File: config.mk
export PLATFORM = sky130hd
export DESIGN_NAME = melody_sequencer
export DESIGN_NICKNAME = d
export VERILOG_FILES = /design/src/rtl/melody_pkg.sv /design/src/rtl/melody_sequencer_tone_gen.sv /design/src/rtl/melody_sequencer.sv
export SDC_FILE = /design/constraint.sdc
export NUM_CORES = 1
export LEC_CHECK = 0
export CORE_MARGIN = 2
export CORE_UTILIZATION = 32
export CTS_CLUSTER_DIAMETER = 120
export DETAILED_ROUTE_END_ITERATION = 16
export MAX_ROUTING_LAYER = met4
export PLACE_DENSITY = 0.59
export SLEW_MARGIN = 25
export SYNTH_ARGS = -nofsm -noshare
export SYNTH_HDL_FRONTEND = slang
export SYNTH_SLANG_ARGS = --single-unit
File: constraint.sdc
create_clock -name clk -period 4.3 [get_ports clk]
set_input_delay 0.645 -clock clk [delete_from_list [all_inputs] [get_ports clk]]
set_output_delay 0.645 -clock clk [all_outputs]
set_load 0.005 [all_outputs]
File: src/rtl/melody_pkg.sv
// Shared melody definitions: note codes, tone half-periods,
// sequencer states and the song ROM contents.
package melody_pkg;

  typedef enum logic [2:0] {
    NOTE_REST,
    NOTE_DO,
    NOTE_RE,
    NOTE_MI,
    NOTE_FA,
    NOTE_SOL,
    NOTE_RA,
    NOTE_SI
  } note_e;

  typedef enum logic [1:0] {
    S_IDLE,
    S_LOAD,
    S_TONE,
    S_GAP
  } state_e;

  localparam logic [21:0] HP_DO  = 22'd191_112;
  localparam logic [21:0] HP_RE  = 22'd170_262;
  localparam logic [21:0] HP_MI  = 22'd151_685;
  localparam logic [21:0] HP_FA  = 22'd143_172;
  localparam logic [21:0] HP_SOL = 22'd127_551;
  localparam logic [21:0] HP_RA  = 22'd113_636;
  localparam logic [21:0] HP_SI  = 22'd101_238;

  function automatic logic [21:0] half_period(
    input logic [2:0] code
  );
    logic [21:0] hp;
    hp = '0;
    case (note_e'(code))
      NOTE_DO:  hp = HP_DO;
      NOTE_RE:  hp = HP_RE;
      NOTE_MI:  hp = HP_MI;
      NOTE_FA:  hp = HP_FA;
      NOTE_SOL: hp = HP_SOL;
      NOTE_RA:  hp = HP_RA;
      NOTE_SI:  hp = HP_SI;
      default:  hp = '0;
    endcase
    return hp;
  endfunction

  function automatic logic [5:0] ent(
    input note_e      n,
    input logic [2:0] len
  );
    return {n, len};
  endfunction

  // Song 0 is the default tune; song 1 exercises a rest
  // and the two highest notes. Length 0 ends the song.
  function automatic logic [5:0] song_rom(
    input logic       alt,
    input logic [4:0] idx
  );
    logic [5:0] e;
    e = '0;
    if (alt) begin
      case (idx)
        5'd0:    e = ent(NOTE_REST, 3'd1);
        5'd1:    e = ent(NOTE_RA, 3'd1);
        5'd2:    e = ent(NOTE_SI, 3'd1);
        default: e = '0;
      endcase
    end else begin
      case (idx)
        5'd0:    e = ent(NOTE_DO, 3'd2);
        5'd1:    e = ent(NOTE_RE, 3'd2);
        5'd2:    e = ent(NOTE_MI, 3'd2);
        5'd3:    e = ent(NOTE_FA, 3'd2);
        5'd4:    e = ent(NOTE_SOL, 3'd4);
        default: e = '0;
      endcase
    end
    return e;
  endfunction

endpackage

File: src/rtl/melody_sequencer_tone_gen.sv
// Square-wave divider; output toggles every half_period
// cycles while enabled, held at 0 when disabled.
module tone_gen
  import melody_pkg::*;
(
  input  logic        clk,
  input  logic        reset,
  input  logic        en,
  input  logic [21:0] half_period,
  output logic        wave
);

  logic [21:0] cnt;
  logic        wave_q;

  // Count up to half_period-1 then toggle; disabling restarts phase.
  always_ff @(posedge clk or posedge reset) begin
    if (reset) begin
      cnt    <= '0;
      wave_q <= 1'b0;
    end else if (!en) begin
      cnt    <= '0;
      wave_q <= 1'b0;
    end else if (cnt >= half_period - 22'd1) begin
      cnt    <= '0;
      wave_q <= ~wave_q;
    end else begin
      cnt <= cnt + 22'd1;
    end
  end

  // Gate with en so the output drops in the same cycle as enable.
  assign wave = wave_q & en;

endmodule

File: src/rtl/melody_sequencer.sv
// Song ROM sequencer: plays note/length entries with an
// articulation gap after each note, optional looping.
module melody_sequencer
  import melody_pkg::*;
#(
  parameter int UNIT_CYCLES = 12_500_000,
  parameter int GAP_CYCLES  = 2_000_000,
  parameter int SONG_LEN    = 16,
  parameter int SONG_SEL    = 0
) (
  input  logic       clk,
  input  logic       reset,
  input  logic       start,
  input  logic       stop,
  input  logic       loop_en,
  output logic       buzzer,
  output logic       busy,
  output logic [4:0] note_idx,
  output logic       done
);

  localparam logic [26:0] UNIT   = 27'(UNIT_CYCLES);
  localparam logic [26:0] GAP_LD = 27'(GAP_CYCLES - 1);

  state_e      state;
  logic [26:0] dur;
  logic [5:0]  entry;
  logic [2:0]  code;
  logic [2:0]  len;
  logic        at_end;
  logic        tone_en;
  logic [21:0] hp;

  assign entry   = song_rom(SONG_SEL != 0, note_idx);
  assign code    = entry[5:3];
  assign len     = entry[2:0];
  assign at_end  = (len == 3'd0) ||
                   ({1'b0, note_idx} >= 6'(SONG_LEN));
  assign tone_en = (state == S_TONE) && (code != 3'd0);
  assign hp      = half_period(code);
  assign busy    = (state != S_IDLE);

  tone_gen u_tone (
    .clk         (clk),
    .reset       (reset),
    .en          (tone_en),
    .half_period (hp),
    .wave        (buzzer)
  );

  // Sequencer FSM; stop overrides everything and never pulses done.
  always_ff @(posedge clk or posedge reset) begin
    if (reset) begin
      state    <= S_IDLE;
      note_idx <= '0;
      dur      <= '0;
      done     <= 1'b0;
    end else begin
      done <= 1'b0;
      if (stop) begin
        state <= S_IDLE;
        dur   <= '0;
      end else begin
        unique case (state)
          S_IDLE: begin
            if (start) begin
              note_idx <= '0;
              state    <= S_LOAD;
            end
          end
          S_LOAD: begin
            if (at_end) begin
              if (loop_en && note_idx != 5'd0) begin
                note_idx <= '0;
              end else begin
                state <= S_IDLE;
                done  <= 1'b1;
              end
            end else begin
              dur   <= 27'(len) * UNIT - 27'd1;
              state <= S_TONE;
            end
          end
          S_TONE: begin
            if (dur == '0) begin
              dur   <= GAP_LD;
              state <= S_GAP;
            end else begin
              dur <= dur - 27'd1;
            end
          end
          S_GAP: begin
            if (dur == '0) begin
              note_idx <= note_idx + 5'd1;
              state    <= S_LOAD;
            end else begin
              dur <= dur - 27'd1;
            end
          end
          default: state <= S_IDLE;
        endcase
      end
    end
  end

endmodule

==> metrics.md, run 1 <==
| Metric | Value |
|---|---|
| Slowest CP cell | `or4_1` |
| GR Util All Layers | `0.164` |
| Die Wd | `119 um` |
| Hold path start | `u_tone.cnt[0]` |
| Yosys warnings | `0` |
| Max Cap Violations | `0` |
| FF-to-FF setup slack | `0.45 ns` |
| Largest cells by area after synthesis | `dfrtp_1 (34%), ha_1 (12%), nor2_1 (5.6%)` |
| Max IR drop VDD | `0.000229 V` |
| Residual DRC count | `0` |
| Share of the synthesized area in the top cell type | `0.343` |
| Clock Tree Buf Depth | `2` |
| Syn nets | `about 540` |
| Outcome | `finished, final reports clean` |
| Post-detail-place hpwl | `7.69 mm` |
| Insertion delay to the later sink of the worst-skew pair | `0.34 ns` |
| Io pins | `13` |
| CTS tree | `built` |
| H-tree lvl count | `3` |
| CP max stage delay | `around 0.54 ns` |
| Worst flop-to-flop path startpoint | `note_idx[0]` |
| Crit-path max FO | `13` |
| CTS Buf Count | `9` |
| Core Footprint | `~13000 um^2` |
| Critical Path RT | `4.53 ns` |
| Final Cell Area | `4850 um^2` |
| Endpoints failing setup | `0` |
| Row count | `between 40 and 50` |
| Mean post-synth cell area | `approximately 8.5 um^2` |
| Drt wl/cell | `about 15 um` |
| Iteration-0 DRC Markers | `213` |
| Post-layout min period | `3.85 ns` |
| Final WS setup | `0.450 ns` |
| Post-Syn Area | `4240 um^2` |
| Total routed wirelength | `10.5 mm` |
| Dpl ws | `approximately 0.5 ns` |
| Die area | `14200 um^2` |
| Met3 WL | `396 um` |
| Gp weighted congestion | `0.883` |
| Max Fclk | `approximately 0.26 GHz` |
| Layout Cells excl Fill | `693` |
| R2R Path End | `u_tone.cnt[3]` |
| Number of global-route vias before repair | `3725` |
| Synth async-reset ratio | `1.00` |
| DR vias/cell | `5.40` |
| Hold path cells | `1` |
| Worst setup SP type | `register` |
| RSZ-0062 raised after global routing | `false` |
| Pre-antenna DRT Iters | `4` |
| P_leak | `2.07 nW` |
| Reg clk slew, reported paths | `0.05 ns` |
| Clock root cell | `clkbuf_16` |
| Reg2reg path depth | `14` |
| GRT overflow | `0` |
| CP Capture Type | `register` |
| Post-synthesis cell count | `~500` |
| WS Path Type | `reg -> reg` |
| Slew Viols, Final | `0` |
| CP cell instances | `inv_1 -> ha_1 -> or4_1 -> nand3_1 -> inv_1 -> o211a_1 -> ha_1 -> nand2_1 -> nor4_1 -> a22oi_1 -> nand4b_1 -> a311o_1 -> buf_4 -> nor2_1` |
| Commonest cells in the netlist | `nor2_1 (63), dfrtp_1 (58), ha_1 (40), nand2_1 (40), a21oi_1 (38)` |
| #FFs+latches synth | `58` |
| Final net count | `about 560` |
| First-pass GRT wire length | `18.0 mm` |
| Worst Path Arrival | `4.08 ns` |
| Die Ht | `119 um` |
| Starting density of the core | `0.324` |
| Clock Sinks | `between 50 and 60` |
| Layout cell share with drive strength beyond 1 | `0.0716` |
| Final Hold Fails | `0` |
| Dpl cell area | `~4600 um^2` |
| Met2 routed WL | `just over 5 mm` |
| Top sig layer | `met4` |
| Final period util | `0.895` |
| Worst slew pin tran | `just under 0.9 ns` |
| Post-synth EDFFs | `0` |
| Via count | `3742` |
| WL met1 | `4.82 mm` |
| Most frequent cell after synthesis | `nor2_1` |
| Dpl cells | `between 600 and 700` |
| Inserted Diodes | `0` |
| Post-synth top flop | `dfrtp_1` |
| Hold-fix buffers, CTS | `0` |
| Yosys cell types | `62` |
| Register area share after synthesis | `0.343` |
| Setup bufs post-CTS | `0` |
| Dominant cell type by area after synthesis | `dfrtp_1` |
| Hold worst-path end | `u_tone.cnt[0]` |
| Total Negative Setup Slacks | `0 ns` |
| Pwr dens | `roughly 350 nW/um^2` |
| Post-CTS sizing | `0` |
| Slew margin rel. | `0.403` |
| Area Growth Syn to Fin | `14.4%` |
| Antenna violations before repair | `0` |
| Hold Crit Class | `reg -> reg` |
| Final ANT Viol Nets | `0` |
| Port Buf Inserts | `12` |
| Largest net degree at the start of global routing | `41` |
| Clock skew | `0.00978 ns` |
==> cell type report <==
| type | instances | area, um^2 |
|---|---|---|
| clock buffers | 11 | 233 |
| clock inverters | 5 | 53.8 |
| fillers | 1359 | 8240 |
| inverters | 29 | 110 |
| multi-input cells | 394 | 2600 |
| flip-flops and latches | 58 | 1450 |
| well taps | 176 | 220 |
| repair buffers | 20 | 180 |
==> routing by layer <==
metal | vias up | track usage
met4 | 0 | 0.0692
met3 | 23 | 0.0431
met1 | 1810 | 0.192
met2 | 61 | 0.267
met5 | - | -
li1 | 1848 | -
==> power by group <==
group | switching [mW] | internal [mW]
Clock | 0.262 | 0.447
Sequential | 0.0698 | 0.601
Combinational | 0.202 | 0.132
==> cells by family (layout without fill, tap and decap cells) <==
group	after synthesis	count (layout)	synth area share
fa+ha+maj	40	40	0.118
mux	3	3	0.00709
compound gates	132	132	0.207
xor+xnor	22	22	0.0455
flops	58	58	0.343
buf+inv	47	65	0.0440
simple gates	197	197	0.236
==> worst max-delay path, delay by kind of cell, from the launching register on <==
kind	cells	cell delay, ns
AO/OA/AOI/OAI	3	0.75
AND/OR/NAND/NOR	6	1.41
flip-flops	1	0.46
buffers and inverters	3	0.60
adder cells (fa/ha/maj)	2	0.52
==> through the flow <==
step	util	power [mW]	hold slack [ns]
2_1_floorplan	-	0.915	0.446
3_3_place_gp	0.348	0.999	0.476
3_5_place_dp	0.348	1.01	0.482
4_1_cts	0.370	1.73	0.490
5_1_grt	0.370	1.80	0.522
6_report	0.370	1.71	0.488
==> layout by cell type, fill, tap and decap left out, types with 5 or more instances in the layout <==
master	Yosys	routed
nand2b_1	5	5
inv_1	29	28
nor3_1	16	16
nand4_1	7	7
dfrtp_1	58	58
or3_1	7	7
buf_4	0	8
o41ai_1	5	5
clkdlybuf4s50_1	0	12
xnor2_1	7	7
ha_1	40	40
clkbuf_16	0	9
nand3_1	18	18
nand2_1	40	40
a21oi_1	38	38
o21ai_0	28	28
nor2_1	63	63
and3_1	10	10
xor2_1	15	15
or2_2	5	5
o31ai_1	6	6
a311oi_1	6	6
==> state kept, by name (all words and copies together), names as in the netlist <==
signal and flops:
dur 27, u_tone.cnt 22, note_idx 5, done 1
state 2, u_tone.wave_q 1
==> how the worst max path moves through the flow <==
stage / slack (ns) / cells past startpoint / end / startpoint
4_1_cts: 0.49 / 14 / u_tone.cnt[3] / note_idx[0]
6_report: 0.45 / 14 / u_tone.cnt[3] / note_idx[0]
3_5_place_dp: 0.50 / 14 / u_tone.cnt[9] / note_idx[0]
2_1_floorplan: 1.0 / 14 / u_tone.cnt[13] / note_idx[0]
5_1_grt: 0.1 / 14 / u_tone.cnt[11] / note_idx[0]
3_3_place_gp: 0.60 / 14 / u_tone.cnt[2] / note_idx[0]
Note: power is estimated with default switching activity, not from simulation.
==> run 2, diff against run 1 <==
--- a/config.mk
+++ b/config.mk
@@ -6,12 +6,11 @@
 export NUM_CORES = 1
 export LEC_CHECK = 0
 export CORE_MARGIN = 2
-export CORE_UTILIZATION = 32
+export CORE_UTILIZATION = 55
 export CTS_CLUSTER_DIAMETER = 120
 export DETAILED_ROUTE_END_ITERATION = 16
 export MAX_ROUTING_LAYER = met4
-export PLACE_DENSITY = 0.59
-export SLEW_MARGIN = 25
+export PLACE_DENSITY = 0.85
 export SYNTH_ARGS = -nofsm -noshare
 export SYNTH_HDL_FRONTEND = slang
 export SYNTH_SLANG_ARGS = --single-unit
==> run 2 against run 1 <==
Against the previous run: non-clock buffer count fell by 1; register-to-register slack lost 0.15 ns; worst setup slack got worse by 0.15 ns; final cell count is 11% lower; die area is 41% lower; combinational power grew 2%; clock-buffer cell count down 1; critical endpoint is now u_tone.cnt[6]; largest cell class unchanged; largest power group is now registers; highest routed layer unchanged.
==> metrics.md, run 2 (same netlist as run 1, synthesis figures left out) <==
| Metric | Value |
|---|---|
| Die area | `around 8400 um^2` |
| Final WS setup | `0.296 ns` |
| Top Registers | `dur (27), u_tone.cnt (22), note_idx (5)` |
| Max Fclk | `0.250 GHz` |
| Number of global-route vias before repair | `3879` |
| Design Power | `1.59 mW` |
| GR Util All Layers | `0.276` |
| Layout cell share with drive strength beyond 1 | `0.0756` |
| H-tree lvl count | `3` |
| Area Growth Syn to Fin | `10.7%` |
| Final net count | `556` |
| Slew Viols, Final | `0` |
| Residual DRC count | `0` |
| CTS tree | `built` |
| Worst setup SP type | `register` |
| Commonest non-fill, non-tap cell in the layout | `nor2_1` |
| Total Negative Setup Slacks | `0 ns` |
| GRT overflow | `0` |
| CP Capture Type | `register` |
| Gp weighted congestion | `about 0.93` |
| Clock Sinks | `58` |
| Antenna violations before repair | `0` |
| Reg clk slew, reported paths | `0.08 ns` |
| WHS | `0.501 ns` |
| RSZ-0062 raised after global routing | `false` |
| Endpoints failing setup | `0` |
| Clock root cell | `clkbuf_8` |
| DR vias/cell | `6.42` |
| Final period util | `0.931` |
| Largest net degree at the start of global routing | `38` |
| Io pins | `13` |
| Die Wd | `91.8 um` |
| Slew margin rel. | `0.408` |
| Max Cap Violations | `0` |
| Row count | `32` |
| Max IR drop VDD | `0.000240 V` |
| FF/Latch Area | `about 1500 um^2` |
| Final Hold Fails | `0` |
| Hold Crit Class | `reg -> reg` |
| Clock skew | `0.00983 ns` |
| First-pass GRT wire length | `18.3 mm` |
| Clock Tree Buf Depth | `2` |
| Outcome | `finished, final reports clean` |
| Post-detail-place hpwl | `7.59 mm` |
| Port Buf Inserts | `12` |
| CTS Buf Count | `9` |
| Starting density of the core | `0.557` |
| Crit-path max FO | `13` |
| Critical Path RT | `4.53 ns` |
| Inserted Diodes | `0` |
| Most frequent cells in the layout | `nor2_1 (63), dfrtp_1 (58), nand2_1 (40), ha_1 (40), a21oi_1 (38)` |
| Pwr dens | `340 nW/um^2` |
| Iteration-0 DRC Markers | `435` |
| WS Path Type | `reg -> reg` |
| FILL cells | `625` |
| Drt wl/cell | `17.1 um` |
| Worst slew pin tran | `0.880 ns` |
| Hold-fix buffers, CTS | `0` |
| Via count | `3969` |
| Setup bufs post-CTS | `0` |
| Largest register FFs | `27` |
| Total routed wirelength | `10.6 mm` |
| Multi-input gate area | `2600 um^2` |
| Insertion delay to the later sink of the worst-skew pair | `0.35 ns` |
| Final ANT Viol Nets | `0` |
| P_leak | `2.03 nW` |
| Dpl ws | `approximately 0.36 ns` |
| Pre-antenna DRT Iters | `6` |
| Worst Path Arrival | `4.24 ns` |
| Largest Register | `dur` |
| Post-layout min period | `4.00 ns` |
| Die Ht | `91.8 um` |
| Core Footprint | `7610 um^2` |
-- run 2: cell count changes in the layout (fill, tap and decap cells not counted), moves of 2 or more --
cell       delta
clkbuf_8     +10
clkbuf_16     -9
clkinv_2      -3
clkbuf_1      -2
clkinv_4      +2
-- run 2: path summary, 6_finish.rpt --
check,startpoint,endpoint,slack [ns],cells after the start
setup / recovery,note_idx[0],u_tone.cnt[6],0.30,14
hold / removal,dur[20],dur[20],0.50,1
setup reg to reg,note_idx[0],u_tone.cnt[6],0.30,14
hold reg to reg,dur[20],dur[20],0.50,1
max in group asynchronous,reset,u_tone.cnt[3],2.74,3
min in group asynchronous,reset,u_tone.cnt[18],0.76,2
-- run 2: where the power goes --
part	internal [mW]	switching, mW	leakage [nW]	total [mW]
registers	0.600	0.0720	0.773	0.672
logic	0.131	0.209	1.15	0.340
clock network	0.343	0.239	0.112	0.581
total	1.07	0.520	2.03	1.59
-- run 2: repair_timing --
action | 4_1_cts | 5_1_grt
setup endpoints to repair | 0 | 13
resized for setup | 0 | 1
hold endpoints to repair | 0 | 0
-- run 2: critical path, cell delays in order (launching register included) --
cell	delay [ns]
dfrtp_1	0.47
inv_1	0.12
ha_1	0.24
or4_1	0.55
nand3_1	0.29
inv_1	0.23
o211a_1	0.19
ha_1	0.30
nand2_1	0.08
nor4_1	0.38
a22oi_1	0.13
nand4b_1	0.11
a311o_1	0.44
buf_4	0.29
nor2_1	0.07
-- run 2: layer usage --
layer / up-vias / GRT usage / routed length (um)
met5: - / - / 0
met4: 0 / 0.101 / 285
met3: 41 / 0.0493 / 812
met2: 197 / 0.442 / 5110
met1: 1891 / 0.353 / 4380
li1: 1840 / - / -
-- run 2: stage by stage --
stage	instances	cell area, um^2	util
5_1_grt	618	4690	0.617
6_report	618	4690	0.617
3_3_place_gp	602	4460	0.586
2_1_floorplan	499	4240	-
3_5_place_dp	602	4460	0.586
4_1_cts	618	4690	0.616
-- run 2: layout make-up --
| class | instances | area share |
|---|---|---|
| timing repair buffer | 19 | 0.0368 |
| clock buffer | 10 | 0.0293 |
| inverter | 29 | 0.0232 |
| multi-input combinational | 394 | 0.555 |
| sequential | 58 | 0.309 |
| clock inverter | 6 | 0.0192 |
| tap | 102 | 0.0272 |
